File: src/rtl/m_uc_mem_responder.sv
// Off-chip memory responder for the micro controller data port: stalls the core,
// runs one DRAM/MMU transaction, and returns a lane-aligned, extended load result.
// Optional watchdog enabled by defining UC_RESP_TIMEOUT_EN.
module m_uc_mem_responder #(
  parameter int unsigned TIMEOUT_CYC = 1024,
  parameter logic [31:0] ERR_DATA    = 32'hDEADBEEF
) (
  input  logic        CLK,
  input  logic        RST_X,
  input  logic [1:0]  w_mic_req,
  input  logic [31:0] w_mic_addr,
  input  logic [31:0] w_mic_wdata,
  input  logic [2:0]  w_mic_ctrl,
  input  logic        w_mic_mmuwe,
  output logic        w_stall,
  output logic [31:0] w_data,
  output logic        w_mem_valid,
  output logic        w_mem_we,
  output logic [31:0] w_mem_addr,
  output logic [3:0]  w_mem_be,
  output logic [31:0] w_mem_wdata,
  input  logic        w_mem_ready,
  input  logic        w_mem_rvalid,
  input  logic [31:0] w_mem_rdata,
  output logic        w_err
);

  localparam logic [1:0] ACCESS_WRITE = 2'd1;
  localparam logic [1:0] ACCESS_READ  = 2'd2;

  typedef enum logic [1:0] {S_IDLE, S_REQ, S_WAIT_R, S_DONE} state_e;

  function automatic logic [3:0] lane_be(input logic [1:0] lane, input logic [2:0] ctrl);
    case (ctrl[1:0])
      2'b00:   return 4'b0001 << lane;
      2'b01:   return 4'b0011 << {lane[1], 1'b0};
      default: return 4'b1111;
    endcase
  endfunction

  function automatic logic [31:0] lane_wdata(input logic [31:0] wd, input logic [2:0] ctrl);
    case (ctrl[1:0])
      2'b00:   return {4{wd[7:0]}};
      2'b01:   return {2{wd[15:0]}};
      default: return wd;
    endcase
  endfunction

  function automatic logic [31:0] fmt_load(input logic [31:0] rdata, input logic [1:0] lane,
                                           input logic [2:0] ctrl);
    logic [31:0] t;
    t = rdata >> {lane, 3'b000};
    case (ctrl)
      3'b000:  return {{24{t[7]}}, t[7:0]};
      3'b100:  return {24'h0, t[7:0]};
      3'b001:  return {{16{t[15]}}, t[15:0]};
      3'b101:  return {16'h0, t[15:0]};
      default: return t;
    endcase
  endfunction

  state_e      state_q, state_d;
  logic [31:0] mem_addr_q, mem_addr_d;
  logic [1:0]  lane_q, lane_d;
  logic [2:0]  ctrl_q, ctrl_d;
  logic        we_q, we_d;
  logic [3:0]  be_q, be_d;
  logic [31:0] wdata_q, wdata_d;
  logic [31:0] data_q, data_d;
  logic        hit_r, hit_w;

  assign hit_r = (w_mic_req == ACCESS_READ) && (w_mic_addr[31:28] != 4'h0);
  assign hit_w = (w_mic_req == ACCESS_WRITE) && w_mic_mmuwe;

`ifdef UC_RESP_TIMEOUT_EN
  logic [15:0] cnt_q, cnt_d;
  logic        err_q, err_d;
`endif

  always_comb begin
    // NOTE: every variable gets a default before the case so no path infers a latch.
    state_d    = state_q;
    mem_addr_d = mem_addr_q;
    lane_d     = lane_q;
    ctrl_d     = ctrl_q;
    we_d       = we_q;
    be_d       = be_q;
    wdata_d    = wdata_q;
    data_d     = data_q;
    w_stall    = 1'b0;
`ifdef UC_RESP_TIMEOUT_EN
    cnt_d      = cnt_q;
    err_d      = err_q;
`endif

    case (state_q)
      S_IDLE: begin
        if (hit_r || hit_w) begin
          w_stall    = 1'b1;
          state_d    = S_REQ;
          mem_addr_d = {w_mic_addr[31:2], 2'b00};
          lane_d     = w_mic_addr[1:0];
          ctrl_d     = w_mic_ctrl;
          we_d       = hit_w;
          be_d       = lane_be(w_mic_addr[1:0], w_mic_ctrl);
          wdata_d    = lane_wdata(w_mic_wdata, w_mic_ctrl);
`ifdef UC_RESP_TIMEOUT_EN
          cnt_d      = 16'h0;
`endif
        end
      end
      S_REQ: begin
        w_stall = 1'b1;
        if (w_mem_ready) state_d = we_q ? S_DONE : S_WAIT_R;
      end
      S_WAIT_R: begin
        w_stall = 1'b1;
        // rvalid is only meaningful once the read has been accepted.
        if (w_mem_rvalid) begin
          data_d  = fmt_load(w_mem_rdata, lane_q, ctrl_q);
          state_d = S_DONE;
        end
      end
      default: state_d = S_IDLE;
    endcase

`ifdef UC_RESP_TIMEOUT_EN
    if (state_q == S_REQ || state_q == S_WAIT_R) begin
      cnt_d = cnt_q + 16'd1;
      if (cnt_q == 16'(TIMEOUT_CYC - 1) && state_d != S_DONE) begin
        state_d = S_DONE;
        err_d   = 1'b1;
        if (!we_q) data_d = ERR_DATA;
      end
    end
`endif
  end

  // NOTE: sequential state uses non-blocking assignments so all flops update together.
  always_ff @(posedge CLK or negedge RST_X) begin
    if (!RST_X) begin
      state_q    <= S_IDLE;
      mem_addr_q <= 32'h0;
      lane_q     <= 2'b00;
      ctrl_q     <= 3'b000;
      we_q       <= 1'b0;
      be_q       <= 4'h0;
      wdata_q    <= 32'h0;
      data_q     <= 32'h0;
    end else begin
      state_q    <= state_d;
      mem_addr_q <= mem_addr_d;
      lane_q     <= lane_d;
      ctrl_q     <= ctrl_d;
      we_q       <= we_d;
      be_q       <= be_d;
      wdata_q    <= wdata_d;
      data_q     <= data_d;
    end
  end

`ifdef UC_RESP_TIMEOUT_EN
  always_ff @(posedge CLK or negedge RST_X) begin
    if (!RST_X) begin
      cnt_q <= 16'h0;
      err_q <= 1'b0;
    end else begin
      cnt_q <= cnt_d;
      err_q <= err_d;
    end
  end
  assign w_err = err_q;
`else
  assign w_err = 1'b0;
`endif

  assign w_data      = data_q;
  assign w_mem_valid = (state_q == S_REQ);
  assign w_mem_we    = we_q;
  assign w_mem_addr  = mem_addr_q;
  assign w_mem_be    = be_q;
  assign w_mem_wdata = wdata_q;

endmodule

File: config.mk
export PLATFORM = sky130hd
export DESIGN_NAME = m_uc_mem_responder
export DESIGN_NICKNAME = d
export VERILOG_FILES = /design/src/rtl/m_uc_mem_responder.sv
export SDC_FILE = /design/constraint.sdc
export NUM_CORES = 1
export LEC_CHECK = 0
export CORE_ASPECT_RATIO = 1.4
export CORE_MARGIN = 5
export CORE_UTILIZATION = 40
export CTS_BUF_LIST = sky130_fd_sc_hd__clkbuf_2 sky130_fd_sc_hd__clkbuf_4 sky130_fd_sc_hd__clkbuf_8
export CTS_CLUSTER_DIAMETER = 150
export CTS_CLUSTER_SIZE = 40
export DETAILED_ROUTE_END_ITERATION = 8
export PLACE_DENSITY = 0.77
export SETUP_SLACK_MARGIN = 0.1
export SLEW_MARGIN = 20
export SYNTH_ARGS = -nofsm -noshare
export SYNTH_HDL_FRONTEND = slang
export SYNTH_SLANG_ARGS = --single-unit
File: constraint.sdc
create_clock -name CLK -period 1.88 [get_ports CLK]
set_input_delay 0.282 -clock CLK [delete_from_list [all_inputs] [get_ports CLK]]
set_output_delay 0.282 -clock CLK [all_outputs]
set_load 0.02 [all_outputs]
Word level (Yosys, flattened, before mapping). Index checks and enable logic that the tools add are counted.

Flip-flop bits (word level): 106. Bits of input ports: 106.

Equality and inequality tests: 11. Shift operators: 3. Muxes and demuxes: 10. Reduce and logical (&&, ||, !) cells: 11.

Operators with widths (count): 32-bit one-hot mux with 4 select lines (1); 32-bit one-hot mux with 2 select lines (1); 32-bit by 5-bit right shift with 32-bit output (1); 4-bit one-hot mux with 2 select lines (1); 2-bit by 1-bit == test with 1-bit output (second input constant) (3); 3-bit == test (second input constant) (2); 2-bit two-way mux (3); 2-bit one-hot mux with 3 select lines (1); 2-bit == test (second input constant) (2); 2-bit logical NOT (2); 2-bit != test (second input constant) (2); 2-bit AND reduction (2); 4-bit nonzero test (1); 1-bit by 2-bit left shift with 4-bit output (first input constant) (1); 2-bit by 2-bit left shift with 4-bit output (first input constant) (1); 3-bit by 1-bit == test with 1-bit output (second input constant) (1); 3-bit logical NOT (1); 3-bit AND reduction (1); 1-bit logical AND (2); 1-bit two-way mux (2); 2-bit by 1-bit != test with 1-bit output (second input constant) (1); 1-bit one-hot mux with 2 select lines (1); 2-bit OR reduction (1); 1-bit logical OR (1).

Depth between registers and ports, before layout. Gate-level depths: netlist of the first run.

Depth after elaboration: 5. Gate-level depth with buffers: 8.

Worst setup path after synthesis of the first run. Ideal clock, no wire load.

Kind: register to register. Start: reg state_q[0]. End: reg data_q[21] (netlist: w_data[21]). Setup time: 0.065 ns. Arrival time: 1.684 ns. Required time: 1.815 ns. Path slack: 0.131 ns. Stages on the path, launching flop included: 9. Period minus slack after synthesis: 1.749 ns. Cell sequence: dfrtp_1 > inv_1 > ha_1 > and3b_1 > a221o_1 > buf_4 > o21ai_4 > buf_6 > o22a_1.

Longest elaborated chain between the ends: 2.

RTL lines: start: declaration (RTL line 62) `state_e state_q, state_d;`; start signal: assignment (RTL line 151) `state_q <= state_d;`; 2-bit == test (RTL line 96) `case (state_q)`; 2-bit AND reduction (no line); end signal: assignment (RTL line 158) `data_q <= data_d;`; end: declaration (RTL line 69) `logic [31:0] data_q, data_d;`.

Every way passes these cells. A chain may end at the register's enable or synchronous reset.

Worst setup path in the final report of the first run.
Start: reg state_q[1]. End: out w_stall.

Longest elaborated chain between the ends: 3. Elaborated cells on any way between the ends: 5.

RTL lines: 2-bit by 1-bit == test with 1-bit output or 2-bit == test (tied branches) (RTL line 96); 2-bit OR reduction (no line); 1-bit one-hot mux with 2 select lines (*) (RTL line 96); end: declaration (RTL line 15) `output logic w_stall,`.

Mark *: on every way between the ends. The rest lies on a longest branch, timed or not.

==> flow_summary.toml, run 1 <==
[yosys]
synthArstFlopShare = 1.00
post_synth_most_frequent_cells = "sky130_fd_sc_hd__dfrtp_1, sky130_fd_sc_hd__mux2_2, sky130_fd_sc_hd__mux2i_1, sky130_fd_sc_hd__nor2_1, sky130_fd_sc_hd__nand2_1"
netlist.top_cell.by_area = "sky130_fd_sc_hd__dfrtp_1"
synth_sequential_area_ratio = 0.521
dominantRegCellSynth = "sky130_fd_sc_hd__dfrtp_1"
postSynthRegisterBits = 106
synth_edf_count = 0
synthesis_warnings = 0
postSynthAreaPerCell_um2 = 12.6
yosysMostFrequentCell = "sky130_fd_sc_hd__dfrtp_1"
postSynthCellCount = 404
synth_top_cells_by_area = "sky130_fd_sc_hd__dfrtp_1, sky130_fd_sc_hd__mux2_2, sky130_fd_sc_hd__mux2i_1, sky130_fd_sc_hd__o22a_1, sky130_fd_sc_hd__buf_6"
netlist.area_leader.share = 0.521
netlist_area_um2 = 5090
synth_cell_types = 37

[die]
die_h_um = 143
io_pins = 210
rows = 48
floorplan.initialDensity = 0.410
floorplan.die.width_um = 105
area_of_the_die_um2 = 15100
fp.coreArea_um2 = 12400

[timing]
slew_headroom = 0.623
final_cycle_share = 0.937
crit_path_time_final_ps = 1760
rsz0062_at_grt = "true"
post_route_clock_skew_ps = 11.6
finalHoldWorstSlack_ps = 371
slew_violations = 0
tns_setup_ps = 0
final-hold-violation-count = 0
achievable-frequency_mhz = 568
finalSetupViolations = 0
max_slew.worst_pin.slew_ps = 566

[cts]
cts.reportedPaths.clkPinSlew_ps = 110
cts_made_buffers = 9
clock-root-buffer = "sky130_fd_sc_hd__clkbuf_8"
cts_tree = "yes"
worst_skew_pair.late_latency_ps = 380
numClockSinks = 106
cts-htree-levels = 3
clock_path_buffers = 2

[setup_path]
critPathCaptureType = "primary output"
cp_data_required_time_ps = 1600
critical_path.max_fanout = 3
timing.critical_path.from_type = "flip-flop"
signal_arrival_time_at_the_worst_endpoint_ps = 1480
critPathKind = "flip-flop to primary output"

[global_routing]
globalRouteTotalUtil = 0.198
grt.overflow.total = 0
pin_count_of_the_biggest_net_entering_global_routing = 107
first_global_vias = 4407
grt_pass1_wl_um = 23400
antenna_found_initial = 0

[route]
drt_iter0_drc = 93
drt_wl_total_um = 15000
route.detailed.wl_per_inst_um = 19.2
drt.antenna.violating_nets = 0
via_count = 4051
routed_via_density = 5.20
firstDrtPassIters = 4
detail_route.drc_violations = 0

[cells_and_area]
layout-drive-gt1-share = 0.232
nNetsFinal = 734
number_of_inserted_diodes = 0
post-route-cell-area_um2 = 7700
finalNonFillerCells = 779
area.growth.synth_to_final_pct = 51.3
filler_cells = 1019

[placed_design]
numPortBuffers = 206
routabilityCongestion = 0.837
place.detailed.instances = 759
dpl-instance-area_um2 = 7420
detailedPlacementHpwl_um = 11400

[worst_hold_path]
min_path_type = "primary input to flip-flop"

[job]
max_cap_violations = 0

[pwr]
max_vdd_drop_mv = 0.818
power.static_leakage_nw = 3.27
powerDensity_nw_per_um2 = 1710

[run_status]
run_status = "finished clean"
## cells in the final DEF, fill, tap and decap left out, drive strengths merged, types with 2 or more instances in the layout
master / Yosys / routed
o21bai: 2 / 2
clkinv: 0 / 3
nand2: 18 / 18
conb: 1 / 3
clkdlybuf4s50: 0 / 199
mux2i: 28 / 28
dfrtp: 106 / 106
mux2: 93 / 93
a211oi: 8 / 8
and3b: 2 / 2
o21ai: 11 / 12
clkbuf: 9 / 9
o2bb2ai: 6 / 6
dlygate4sd2: 0 / 4
o22a: 16 / 16
buf: 20 / 31
ha: 4 / 4
o21a: 2 / 2
nand2b: 4 / 4
nor2: 22 / 22
a21oi: 17 / 17
nor2b: 8 / 8
and2: 9 / 9
inv: 7 / 10
## power breakdown
group,internal [mW],leakage (nW),switching (mW)
logic,3.90,1.91,3.64
registers,3.45,1.25,0.681
clock network,0.642,0.108,0.849
## worst paths after layout
check	cells past startpoint	startpoint	to	slack, ps
setup / recovery	5	state_q[1]	w_stall	120
hold / removal	2	w_mic_addr[30]	w_mem_addr[30]	370
setup reg to reg	7	state_q[0]	w_data[15]	130
hold reg to reg	1	w_mem_wdata[11]	w_mem_wdata[11]	510
max in group asynchronous	3	RST_X	w_mem_wdata[12]	960
min in group asynchronous	3	RST_X	w_data[0]	490
## registers in the layout (all words and copies together), names as in the netlist
register and count:
lane_q 2, w_mem_wdata 32, ctrl_q 3, w_data 32
w_mem_we 1, w_mem_be 4, state_q 2, w_mem_addr 30
## cell type report
cell class | instances | area [µm²] | share of cell area
Clock buffer | 9 | 124 | 0.0161
Inverter | 7 | 26.3 | 0.00341
Tap cell | 150 | 188 | 0.0244
Sequential cell | 106 | 2650 | 0.344
Multi-Input combinational cell | 265 | 2290 | 0.297
Clock inverter | 7 | 83.8 | 0.0109
Timing Repair Buffer | 235 | 2340 | 0.304
## critical path, stage by stage (launching register included)
cell and delay [ps]:
sky130_fd_sc_hd__dfrtp_1 450, sky130_fd_sc_hd__inv_2 80, sky130_fd_sc_hd__ha_4 260, sky130_fd_sc_hd__inv_2 30, sky130_fd_sc_hd__a21oi_2 120, sky130_fd_sc_hd__buf_4 150
## stage by stage
step,setup WS (ps),util,total power [mW]
2_1_floorplan,131,-,8.08
6_report,119,0.620,13.2
3_3_place_gp,-381,0.597,11.4
3_5_place_dp,-533,0.597,11.6
4_1_cts,89.3,0.618,13.2
5_1_grt,48.3,0.620,13.9
## what timing repair did
action	in CTS	in global routing
endpoints found under the hold margin	103	0
gates cloned	1	0
setup endpoints to repair	76	9
resized for setup	20	4
hold buffers	1	0
pin swaps	3	3
setup buffers	1	1
## cell families (layout without fill, tap and decap cells)
family | Yosys count | count (layout) | synth area share
other | 1 | 3 | 0.000737
flip-flops | 106 | 106 | 0.521
multiplexers | 121 | 121 | 0.261
adder cells (fa/ha/maj) | 4 | 4 | 0.00983
AO/OA/AOI/OAI | 68 | 69 | 0.0978
buffers and inverters | 36 | 258 | 0.0435
AND/OR/NAND/NOR | 68 | 68 | 0.0664
## per-layer routing
| layer | wire [µm] | global-route usage | up-vias |
|---|---|---|---|
| met5 | 0 | 0 | - |
| met4 | 338 | 0.0774 | 0 |
| met3 | 1170 | 0.0656 | 23 |
| met2 | 7950 | 0.367 | 169 |
| met1 | 5500 | 0.204 | 1983 |
| li1 | - | - | 1876 |
(Power assumes the default switching activity.)
==> run 2, diff against run 1 <==
--- a/config.mk
+++ b/config.mk
@@ -12,7 +12,7 @@
 export CTS_CLUSTER_DIAMETER = 150
 export CTS_CLUSTER_SIZE = 40
 export DETAILED_ROUTE_END_ITERATION = 8
-export PLACE_DENSITY = 0.77
+export PLACE_DENSITY = 0.78
 export SETUP_SLACK_MARGIN = 0.1
 export SLEW_MARGIN = 20
 export SYNTH_ARGS = -nofsm -noshare
==> flow_summary.toml, run 2 (synthesized netlist as in run 1, its figures left out) <==
[run_status]
run_status = "finished clean"

[route]
detail_route.drc_violations = 0
m1WireLength_um = 5460
routed_via_density = 5.23
wl_met3_um = 1180
drt_iter0_drc = 91
route.detailed.wl_per_inst_um = 19.0
firstDrtPassIters = 4
via_count = 4076
drt_wl_total_um = 14900
drt.antenna.violating_nets = 0
route.top_layer_used = "met4"
detailroute.wirelength.met2_um = 7810

[cts]
clock_path_buffers = 2
cts_made_buffers = 9
worst_skew_pair.late_latency_ps = 360
cts_tree = "yes"
numClockSinks = 106
cts.reportedPaths.clkPinSlew_ps = 120
cts-htree-levels = 3
clock-root-buffer = "sky130_fd_sc_hd__clkbuf_8"

[die]
fp.coreArea_um2 = 12400
floorplan.initialDensity = 0.410
floorplan.die.width_um = 105
io_pins = 210
area_of_the_die_um2 = 15100
die_h_um = 143
rows = 48

[cells_and_area]
area.growth.synth_to_final_pct = 51.3
nNetsFinal = 735
most_common_library_cell_in_the_layout_ignoring_fill_and_taps = "sky130_fd_sc_hd__clkdlybuf4s50_1"
filler_cells = 975
multi_input_gate_area_in_the_final_layout_um2 = 2280
number_of_inserted_diodes = 0
finalNonFillerCells = 780
layout-drive-gt1-share = 0.233
area.sequential_um2 = 2650
layout_common_cells = "sky130_fd_sc_hd__clkdlybuf4s50_1, sky130_fd_sc_hd__dfrtp_1, sky130_fd_sc_hd__mux2_2"

[timing]
crit_path_time_final_ps = 1760
slew_violations = 0
rsz0062_at_grt = "true"
final-hold-violation-count = 0
achievable-frequency_mhz = 570
final_cycle_share = 0.934
timing.final.ws_setup_ps = 124
tns_setup_ps = 0
post_route_clock_skew_ps = 10.4
finalSetupViolations = 0
finalHoldWorstSlack_ps = 248

[setup_path]
critPathKind = "flip-flop to primary output"
path_buf_inv = 3
critical_path.max_fanout = 3
timing.critical_path.from_type = "flip-flop"
critPathCaptureType = "primary output"
critPathTopFamily = "flip-flops"
signal_arrival_time_at_the_worst_endpoint_ps = 1470
path_cells = "inv_2 > ha_4 > inv_1 > a21oi_1 > buf_4"
cp_data_required_time_ps = 1600
critical_path.slowest_cell = "sky130_fd_sc_hd__dfrtp_1"
timing.critical_path.slowest_cell_delay_ps = 440

[job]
max_cap_violations = 0

[global_routing]
first_global_vias = 4414
globalRouteTotalUtil = 0.193
pin_count_of_the_biggest_net_entering_global_routing = 56
grt_pass1_wl_um = 23000
antenna_found_initial = 0
grt.overflow.total = 0

[placed_design]
dp_worst_setup_slack_ps = -431
detailedPlacementHpwl_um = 11300
numPortBuffers = 206
place.detailed.instances = 760
routabilityCongestion = 0.850

[pwr]
powerDensity_nw_per_um2 = 1690
power_mw = 13.0
power.static_leakage_nw = 3.28
max_vdd_drop_mv = 0.866

[worst_hold_path]
min_path_type = "primary input to flip-flop"
==> run 2: worst reg2reg max path: cells and delay by family, from the launching register on <==
family	cells	cell delay, ps
AO/OA/AOI/OAI	3	810
adder cells (fa/ha/maj)	1	210
flip-flops	1	450
AND/OR/NAND/NOR	1	180
==> run 2: what timing repair did <==
action | in CTS | in global routing
gates resized for setup | 15 | 8
gates cloned | 1 | 0
setup buffers | 2 | 0
setup endpoints to repair | 81 | 24
pin swaps | 5 | 8
hold buffers | 1 | 0
hold endpoints to repair | 98 | 0
==> run 2: path summary, 6_finish.rpt <==
| check | startpoint | endpoint | slack, ps | depth (start not counted) |
|---|---|---|---|---|
| max in group asynchronous | RST_X | w_mem_wdata[23] | 1080 | 3 |
| min reg2reg | w_mem_wdata[0] | w_mem_wdata[0] | 500 | 1 |
| max reg2reg | state_q[1] | w_data[16] | 180 | 5 |
| min | w_mic_addr[29] | w_mem_addr[29] | 250 | 2 |
| min in group asynchronous | RST_X | w_data[1] | 270 | 2 |
| max | state_q[1] | w_stall | 120 | 5 |
==> run 2: final cells by class <==
cell class,instances,area share
clock buffers,9,0.0161
clock inverters,7,0.00910
inverters,7,0.00341
multi-input cells,265,0.295
flip-flops and latches,106,0.344
well taps,150,0.0244
repair buffers,236,0.307
==> run 2: per-layer routing <==
layer	track usage	vias up
met2	0.353	157
met1	0.204	2009
met3	0.0647	24
met4	0.0746	0
met5	0	-
li1	-	1886
==> run 2: power breakdown <==
part | internal, mW | switching, mW
registers | 3.45 | 0.673
logic | 3.83 | 3.64
clock network | 0.523 | 0.866
==> run 2: per-stage QoR <==
step,utilization,area [µm²]
after global placement,0.599,7440
after floorplan,-,5100
after detailed placement,0.599,7440
after global routing,0.620,7700
final,0.620,7700
after CTS,0.618,7680
==> run 3, diff against run 2 <==
--- a/config.mk
+++ b/config.mk
@@ -12,7 +12,7 @@
 export CTS_CLUSTER_DIAMETER = 150
 export CTS_CLUSTER_SIZE = 40
 export DETAILED_ROUTE_END_ITERATION = 8
-export PLACE_DENSITY = 0.78
+export PLACE_DENSITY = 0.89
 export SETUP_SLACK_MARGIN = 0.1
 export SLEW_MARGIN = 20
 export SYNTH_ARGS = -nofsm -noshare
==> flow_summary.toml, run 3 (synthesized netlist as in run 1, its figures left out) <==
[setup_path]
critPathTopFamily = "buffers and inverters"
cp_data_required_time_ps = 1600
critPathCaptureType = "primary output"
path_buf_inv = 2
critPathKind = "primary input to primary output"
signal_arrival_time_at_the_worst_endpoint_ps = 1510
path_cells = "clkdlybuf4s50_1 > nor4_2 > nor3b_2 > o21ai_4 > a21oi_2 > buf_4"
critical_path.max_fanout = 2
timing.critical_path.slowest_cell_delay_ps = 500
crit_start = "w_mic_addr[29]"
timing.critical_path.from_type = "primary input"
crit-reg2reg-launch = "state_q[1]"
critical_path.slowest_cell = "sky130_fd_sc_hd__clkdlybuf4s50_1"

[cts]
clock_path_buffers = 2
cts_tree = "yes"
clock-root-buffer = "sky130_fd_sc_hd__clkbuf_8"
cts_made_buffers = 9
cts-htree-levels = 3
worst_skew_pair.late_latency_ps = 360
cts.reportedPaths.clkPinSlew_ps = 110
numClockSinks = 106

[pwr]
powerDensity_nw_per_um2 = 1670
power_mw = 12.9
max_vdd_drop_mv = 1.05
power.static_leakage_nw = 3.32

[timing]
crit_path_time_final_ps = 1790
post_route_clock_skew_ps = 13.0
tns_setup_ps = 0
final-hold-violation-count = 0
max_slew.worst_pin.slew_ps = 568
finalSetupViolations = 0
slew_headroom = 0.621
rsz0062_at_grt = "true"
achievable-frequency_mhz = 559
slew_violations = 0
final_cycle_share = 0.951

[job]
max_cap_violations = 0

[route]
drt_wl_total_um = 15000
drt.antenna.violating_nets = 0
drt_iter0_drc = 120
via_count = 4098
detailroute.wirelength.met2_um = 7960
detail_route.drc_violations = 0
route.top_layer_used = "met4"
firstDrtPassIters = 4
wl_met3_um = 1010
m1WireLength_um = 5480
route.detailed.wl_per_inst_um = 19.2
routed_via_density = 5.25

[cells_and_area]
post-route-cell-area_um2 = 7720
nNetsFinal = 736
layout_common_cells = "sky130_fd_sc_hd__clkdlybuf4s50_1, sky130_fd_sc_hd__dfrtp_1, sky130_fd_sc_hd__mux2_2"
layout-drive-gt1-share = 0.230
number_of_inserted_diodes = 0
finalNonFillerCells = 781
most_common_library_cell_in_the_layout_ignoring_fill_and_taps = "sky130_fd_sc_hd__clkdlybuf4s50_1"
area.growth.synth_to_final_pct = 51.7

[run_status]
run_status = "finished clean"

[global_routing]
grt.overflow.total = 0
globalRouteTotalUtil = 0.195
grt_pass1_wl_um = 23400
antenna_found_initial = 0
first_global_vias = 4578
pin_count_of_the_biggest_net_entering_global_routing = 107

[worst_hold_path]
hold_path_startpoint = "w_mic_addr[30]"
min_path_type = "primary input to flip-flop"

[placed_design]
routabilityCongestion = 0.883
place.detailed.instances = 759
numPortBuffers = 206
dpl-instance-area_um2 = 7410
detailedPlacementHpwl_um = 11500

[die]
floorplan.initialDensity = 0.410
die_h_um = 143
io_pins = 210
rows = 48
fp.coreArea_um2 = 12400
area_of_the_die_um2 = 15100
floorplan.die.width_um = 105
run 3: layout make-up:
type,count,area (µm²)
fill,967,4710
sequential,106,2650
timing repair buffer,238,2430
multi-input combinational,264,2240
tap,150,188
clock buffer,10,138
clock inverter,6,41.3
inverter,7,26.3
run 3: stage by stage:
step           hold WS, ps  setup WS [ps]   util
3_5_place_dp           402           -391  0.596
4_1_cts                501          -52.2  0.617
2_1_floorplan        -13.6            131      -
5_1_grt                224           26.2  0.621
6_report               229           91.7  0.621
3_3_place_gp           393           -388  0.596
run 3: final timing paths:
| path | slack (ps) | depth (start not counted) | end |
|---|---|---|---|
| worst min-delay path | 230 | 2 | w_mem_addr[30] |
| worst max register to register | 110 | 6 | w_data[28] |
| max in group asynchronous | 920 | 3 | w_mem_wdata[27] |
| worst max-delay path | 90 | 6 | w_stall |
| min in group asynchronous | 540 | 3 | w_data[2] |
| worst min register to register | 500 | 1 | w_mem_wdata[15] |
run 3: where the power goes:
part           total, mW  switching [mW]  leakage [nW]  internal [mW]
combinational       7.49            3.60          1.99           3.88
sequential          4.12           0.671          1.25           3.45
clock               1.31           0.787        0.0847          0.519
run 3: worst reg2reg max path: stages (launching register included):
cell and delay [ps]:
sky130_fd_sc_hd__dfrtp_1 400, sky130_fd_sc_hd__buf_4 140, sky130_fd_sc_hd__ha_2 190, sky130_fd_sc_hd__and3b_1 190, sky130_fd_sc_hd__a221o_1 370, sky130_fd_sc_hd__o21ai_4 200
sky130_fd_sc_hd__o22a_1 220
run 3: routing by layer:
| metal | vias up | track usage |
|---|---|---|
| met5 | - | 0 |
| met4 | 0 | 0.0974 |
| met3 | 33 | 0.0508 |
| li1 | 1876 | - |
| met2 | 171 | 0.367 |
| met1 | 2018 | 0.199 |
run 3: repair_timing:
| item | 4_1_cts | 5_1_grt |
|---|---|---|
| endpoints found under the setup margin | 85 | 90 |
| hold buffers | 1 | 0 |
| buffers inserted | 0 | 3 |
| resized for setup | 7 | 14 |
| endpoints found under the hold margin | 11 | 0 |
| pin swaps | 1 | 4 |
| cloned | 2 | 0 |
